### src/rtl/bidir_piso_tx_if.sv
// rtl/bidir_piso_tx_if.sv - load handshake and serial output bundle for bidir_piso_tx
interface bidir_piso_tx_if #(
    parameter int WIDTH = 4
);
    logic             load_valid;
    logic             load_ready;
    logic [WIDTH-1:0] din;
    logic             mode;
    logic             sout;
    logic             sout_valid;
    logic             busy;
    logic             done;

    modport master (
        output load_valid,
        output din,
        output mode,
        input  load_ready,
        input  sout,
        input  sout_valid,
        input  busy,
        input  done
    );

    modport slave (
        input  load_valid,
        input  din,
        input  mode,
        output load_ready,
        output sout,
        output sout_valid,
        output busy,
        output done
    );
endinterface

### src/rtl/bidir_piso_tx.sv
// rtl/bidir_piso_tx.sv - bidirectional-order PISO transmitter; optional even parity bit via BIDIR_PISO_TX_PARITY_EN
module bidir_piso_tx #(
    parameter int WIDTH = 4
) (
    input  logic           clk,
    input  logic           rst,
    bidir_piso_tx_if.slave bus
);
    localparam int CW = (WIDTH > 1) ? $clog2(WIDTH) : 1;
    localparam logic [CW-1:0] LAST = CW'(WIDTH - 1);

    typedef enum logic [1:0] {
        IDLE,
        SHIFT
`ifdef BIDIR_PISO_TX_PARITY_EN
        ,
        PARITY
`endif
    } state_t;

    state_t           state_q;
    state_t           state_d;
    logic [WIDTH-1:0] data_q;
    logic             mode_q;
    logic [CW-1:0]    cnt_q;
    logic [CW-1:0]    bit_idx;
    logic             accept;
    logic             sout_c;
    logic             sout_valid_c;
    logic             busy_c;
    logic             done_c;
    logic             load_ready_c;

    assign accept  = (state_q == IDLE) && bus.load_valid;
    // LSB-first walks the counter upward through the word, MSB-first mirrors it
    assign bit_idx = mode_q ? cnt_q : (LAST - cnt_q);

    always_ff @(posedge clk) begin
        if (rst) begin
            state_q <= IDLE;
            data_q  <= '0;
            mode_q  <= 1'b0;
            cnt_q   <= '0;
        end else begin
            state_q <= state_d;
            if (accept) begin
                data_q <= bus.din;
                mode_q <= bus.mode;
                cnt_q  <= '0;
            end else if ((state_q == SHIFT) && (cnt_q != LAST)) begin
                cnt_q <= cnt_q + CW'(1);
            end
        end
    end

    always_comb begin
        state_d      = state_q;
        load_ready_c = 1'b0;
        sout_c       = 1'b0;
        sout_valid_c = 1'b0;
        busy_c       = 1'b0;
        done_c       = 1'b0;
        case (state_q)
            IDLE: begin
                load_ready_c = 1'b1;
                if (bus.load_valid) state_d = SHIFT;
            end
            SHIFT: begin
                sout_c       = data_q[bit_idx];
                sout_valid_c = 1'b1;
                busy_c       = 1'b1;
                if (cnt_q == LAST) begin
`ifdef BIDIR_PISO_TX_PARITY_EN
                    state_d = PARITY;
`else
                    state_d = IDLE;
                    done_c  = 1'b1;
`endif
                end
            end
`ifdef BIDIR_PISO_TX_PARITY_EN
            PARITY: begin
                sout_c       = ^data_q;
                sout_valid_c = 1'b1;
                busy_c       = 1'b1;
                done_c       = 1'b1;
                state_d      = IDLE;
            end
`endif
            default: state_d = IDLE;
        endcase
    end

    assign bus.load_ready = load_ready_c;
    assign bus.sout       = sout_c;
    assign bus.sout_valid = sout_valid_c;
    assign bus.busy       = busy_c;
    assign bus.done       = done_c;
endmodule

### src/flat_wrapper.sv
// flat-port wrapper written by rule: the top's interface ports become plain ports
module bidir_piso_tx_flat 
#(
    parameter int WIDTH = 4
)
  (clk, rst, bus_load_valid, bus_din, bus_mode, bus_load_ready, bus_sout, bus_sout_valid, bus_busy, bus_done);
  bidir_piso_tx_if #(.WIDTH(WIDTH)) bus_i ();
  input  logic clk;
  input  logic rst;
  input wire logic [$bits(bus_i.load_valid)-1:0] bus_load_valid;
  input wire logic [$bits(bus_i.din)-1:0] bus_din;
  input wire logic [$bits(bus_i.mode)-1:0] bus_mode;
  output wire logic [$bits(bus_i.load_ready)-1:0] bus_load_ready;
  output wire logic [$bits(bus_i.sout)-1:0] bus_sout;
  output wire logic [$bits(bus_i.sout_valid)-1:0] bus_sout_valid;
  output wire logic [$bits(bus_i.busy)-1:0] bus_busy;
  output wire logic [$bits(bus_i.done)-1:0] bus_done;
  assign bus_i.load_valid = bus_load_valid;
  assign bus_i.din = bus_din;
  assign bus_i.mode = bus_mode;
  assign bus_load_ready = bus_i.load_ready;
  assign bus_sout = bus_i.sout;
  assign bus_sout_valid = bus_i.sout_valid;
  assign bus_busy = bus_i.busy;
  assign bus_done = bus_i.done;
  bidir_piso_tx #(.WIDTH(WIDTH)) u_core (.clk(clk), .rst(rst), .bus(bus_i));
endmodule
### config.mk
export PLATFORM = sky130hd
export DESIGN_NAME = bidir_piso_tx_flat
export DESIGN_NICKNAME = d
export VERILOG_FILES = /design/src/rtl/bidir_piso_tx_if.sv /design/src/rtl/bidir_piso_tx.sv /design/src/flat_wrapper.sv
export SDC_FILE = /design/constraint.sdc
export NUM_CORES = 1
export LEC_CHECK = 0
export ABC_AREA = 1
export BUFFER_PORTS_ARGS = -buffer_cell sky130_fd_sc_hd__buf_2
export CAP_MARGIN = 20
export CORE_AREA = 2 2 39 41
export DETAILED_ROUTE_END_ITERATION = 10
export DIE_AREA = 0 0 41 43
export MAX_ROUTING_LAYER = met4
export SLEW_MARGIN = 15
export SYNTH_ARGS = -nofsm -noshare
export SYNTH_HDL_FRONTEND = slang
export SYNTH_SLANG_ARGS = --single-unit
### constraint.sdc
create_clock -name clk -period 1.4 [get_ports clk]
set_input_delay 0.28 -clock clk [delete_from_list [all_inputs] [get_ports clk]]
set_output_delay 0.28 -clock clk [all_outputs]
set_load 0.1 [all_outputs]
# After elaboration in Yosys (flattened, before gate mapping)
# Cells that the tools add are included.
dict set report classes {
  n_eq_ne 5
  n_addsub 2
  n_reduce_logical 5
  n_mux 11
  order_cmp 1
}
# cell count
set ops {}
lappend ops {{1-bit two-way mux} 6}
lappend ops {{2-bit two-way mux} 3}
lappend ops {{2-bit != test, second input constant} 3}
lappend ops {{2-bit one-hot mux with 2 select lines} 1}
lappend ops {{2-bit by 3-bit < comparator with 1-bit output, second input constant} 1}
lappend ops {{2-bit by 1-bit adder with 2-bit output, second input constant} 1}
lappend ops {{1-bit binary-select mux with 2-bit select} 1}
lappend ops {{2-bit by 1-bit == test with 1-bit output, second input constant} 1}
lappend ops {{2-bit == test, second input constant} 1}
lappend ops {{1-bit logical AND} 2}
lappend ops {{2-bit logical NOT} 1}
lappend ops {{2-bit AND reduction} 1}
lappend ops {{2-bit OR reduction} 1}
lappend ops {{2-bit subtractor, first input constant} 1}
dict set report word_totals {
  word_cells 28
  ff_bits 9
  inputBits 8
  out_inout_bits 5
}

# Depth between registers and ports, before layout
dict set report depth {
  ltp_word 5
  ltp_mapped 6
  depth_no_buf 6
}

# Worst setup path before layout
# Ideal clock, no wire load.
dict set report synth_path {
  path_kind {reg2out}
  from {register u_core.state_q[0]}
  to {output bus_sout}
  path_buffers 0
  arrival_ns 2.764
  slack_ns -1.644
  stages_incl_launch_ff 3
  required_time_ns 1.120
  cell_sequence {dfxtp_1 inv_1 a21oi_2}
}
dict set report synth_between {
  elab_chain_cells 2
}
# element line_no
set synth_lines {}
lappend synth_lines {{start: declaration} bidir_piso_tx.sv:21} ;# state_t state_q;
lappend synth_lines {{start signal: assignment} bidir_piso_tx.sv:45} ;# state_q <= state_d;
lappend synth_lines {{2-bit by 1-bit == test with 1-bit output} bidir_piso_tx.sv:63} ;# case (state_q)
lappend synth_lines {{1-bit two-way mux} bidir_piso_tx.sv:63}
lappend synth_lines {{end: declaration} flat_wrapper.sv:14} ;# output wire logic [$bits(bus_i.sout)-1:0] bus_sout;
# Every way passes these cells.

# Worst setup path in the final report
dict set report layout_path {
  from {register u_core.mode_q}
  to {output bus_sout}
}
dict set report layout_between {
  elab_chain_cells 4
}
# element line_no
set layout_lines {}
lappend layout_lines {{start: declaration} bidir_piso_tx.sv:24} ;# logic mode_q;
lappend layout_lines {{start signal: assignment} bidir_piso_tx.sv:48} ;# mode_q <= bus.mode;
lappend layout_lines {{2-bit two-way mux} bidir_piso_tx.sv:36} ;# assign bit_idx = mode_q ? cnt_q : (LAST - cnt_q);
lappend layout_lines {{1-bit binary-select mux with 2-bit select} bidir_piso_tx.sv:69} ;# sout_c = data_q[bit_idx];
lappend layout_lines {{1-bit two-way mux (not written as such)} bidir_piso_tx.sv:69}
lappend layout_lines {{1-bit two-way mux} bidir_piso_tx.sv:63}
# Every way passes these cells. The select of a mux whose other input is x is not followed.

==> summary.txt <==
status: complete, but fails checks
failing checks: negative setup slack
worst endpoint required time: 1.12 ns
Syn Std Cell Area: 387 sq um
initial antenna violation count: 0
Most common cell on crit path: nand2_2
footprint of the multi-input gates: 235 sq um
commonest non-fill, non-tap cells in the layout: buf_2 (9), nand2_1 (7), nor2_1 (7)
total number of vias: 408
CTS Buffer Depth: 2
row cnt: 14
cells after synthesis: 56
DP Worst Slack: 0.0201 ns
H-tree depth: 1
Pleak: 0.000272 uW
crit path kind: reg -> out
Fin. Hold Viols: 0
# diodes: 0
Avg Inst Size Synth: 6.90 sq um
crit path cell chain: inv_4 -> nand2_2 -> nand3_1 -> nand2_1 -> nand2_2 -> a21oi_4 -> buf_12
DP HPWL: 608 um
Horiz. Die Dim: 41 um
Core ar.: 1380 sq um
fillers: 153
FF/Latch Area: 173 sq um
Via density: 4.53
yosys synthesis warning count: 0
Starting Density: 27.9%
# IOs: 13
fraction of layout instances using a drive strength above 1: 50.0%
final core utilization: 45.4%
RePlAce Congestion: 0.696
sequential area share after synthesis: 41.4%
Routed WL: 824 um
CTS tree: yes
GRT overflow: 0
DR pass1 iterations: 2
clock root buffer: clkbuf_4
Die Height: 43 um
Arrival @ worst endpoint: 1.30 ns
Tightest Pin Transition: 0.484 ns
clk slew on worst S/H paths: 0.06 ns
Clock Skews: 0.00554 ns
CP max stage delay: 0.38 ns
Crit-path slowest cell: dfxtp_4
post-route minimum period: 1.58 ns
final setup margin: -0.183 ns
crit path max fanout: 4
CTS Buf Count: 3
worst skew pair latency: 0.26 ns
Fmax: 632 MHz
maximum ir drop on the vdd rail: 0.449 mV
max-cap violation count: 0
DRT antenna net count: 0
Setup crit start kind: flop
Remaining DRCs: 0
pin count of the biggest net entering global routing: 11
port bufs: 12
Hold Path Class: in -> reg
synthesis-stage register bit count: 8
CP Capture Type: output pin
Slew Limit Fails: 0
RSZ-0062 raised after global routing: true
P&R area growth vs syn: 62.5%
vias in the first global route: 356
Synth cell types: 14
fin crit share: 113%
commonest non-fill, non-tap cell in the layout: buf_2
Mapped Nets: 65
CTS Sinks: 8
max_slew headroom: 67.9%
P per Cell Area: 1050 nW/um^2
endpoints failing setup: 2
# nets final: 84
initial DRC count: 4
full die area: 1760 sq um
gr usage total: 11.6%
first-pass GRT wire length: 1380 um
wire per inst: 9.16 um
## stage by stage
stage	hold WS, ns	area [sq um]	power [uW]	TNS [ns]	cells
detailed placement	0.452	523	443	0	83
floorplan	0.339	405	398	-3.12	56
global route	0.170	628	694	-0.422	90
CTS	0.171	627	669	-0.330	90
finish	0.172	628	660	-0.316	90
global placement	0.447	523	441	0	83
## cells by family (layout without fill, tap and decap cells)
| group | count (synthesis) | count (layout) | synth area share (%) |
|---|---|---|---|
| and+or+nand+nor | 25 | 25 | 27.2 |
| AOI/OAI and AO/OA | 11 | 11 | 15.2 |
| buffers and inverters | 10 | 28 | 10.7 |
| DFF | 8 | 8 | 41.4 |
| adders and majority gates | 1 | 1 | 3.24 |
| xor gates and xnor gates | 1 | 1 | 2.27 |
## cells in the mapped netlist (all sizes together)
cell | n | area [sq um]
dfxtp | 8 | 160
inv | 9 | 33.8
o21ai | 5 | 25.0
nand2 | 13 | 51.3
ha | 1 | 12.5
xnor2 | 1 | 8.76
nand3b | 1 | 7.51
a21oi | 6 | 33.8
nand3 | 4 | 20.0
nor2 | 7 | 26.3
buf | 1 | 7.51
## final cells by class
type,count,area share [%]
multi-input combinational,38,37.5
sequential,8,27.5
timing repair buffer,15,20.3
inverter,9,7.37
clock buffer,4,4.18
tap,16,3.19
## layer usage
layer | track usage, % | up-vias | routed length, um
li1 | - | 212 | -
met1 | 13.2 | 181 | 371
met2 | 17.8 | 13 | 380
met3 | 1.57 | 2 | 47
met4 | 8.00 | 0 | 25
met5 | - | - | 0
## worst max-delay path: cells and delay by family, from the launching register on
kind / cells / cell delay [ns]
AOI/OAI and AO/OA: 1 / 0.16
buffers and inverters: 2 / 0.24
DFF: 1 / 0.38
and+or+nand+nor: 4 / 0.26
## what timing repair did
item / 4_1_cts / 5_1_grt
hold buffers: 0 / 0
pin swaps: 6 / 2
setup buffers: 3 / 0
resized for setup: 17 / 1
endpoints found under the setup margin: 2 / 2
## path summary, 6_finish.rpt
| check | start | endpoint | slack [ns] | depth (start not counted) |
|---|---|---|---|---|
| worst max-delay path | u_core.mode_q | bus_sout | -0.18 | 7 |
| worst min-delay path | rst | u_core.state_q[0] | 0.17 | 2 |
| worst max register to register | u_core.cnt_q[0] | u_core.cnt_q[0] | 0.23 | 6 |
| worst min register to register | u_core.data_q[2] | u_core.data_q[2] | 0.47 | 2 |
## sequential cells by signal, indices dropped and copies added (netlist names)
| name | cells |
|---|---|
| u_core.data_q | 4 |
| u_core.cnt_q | 2 |
| u_core.mode_q | 1 |
| u_core.state_q | 1 |
## power breakdown
group          leakage, uW  switching, uW  total [uW]  internal (uW)
Combinational     0.000189            132         201           68.6
Sequential       0.0000685           17.0         261            244
Clock            0.0000150           88.5         198            110
(Power assumes the default switching activity.)
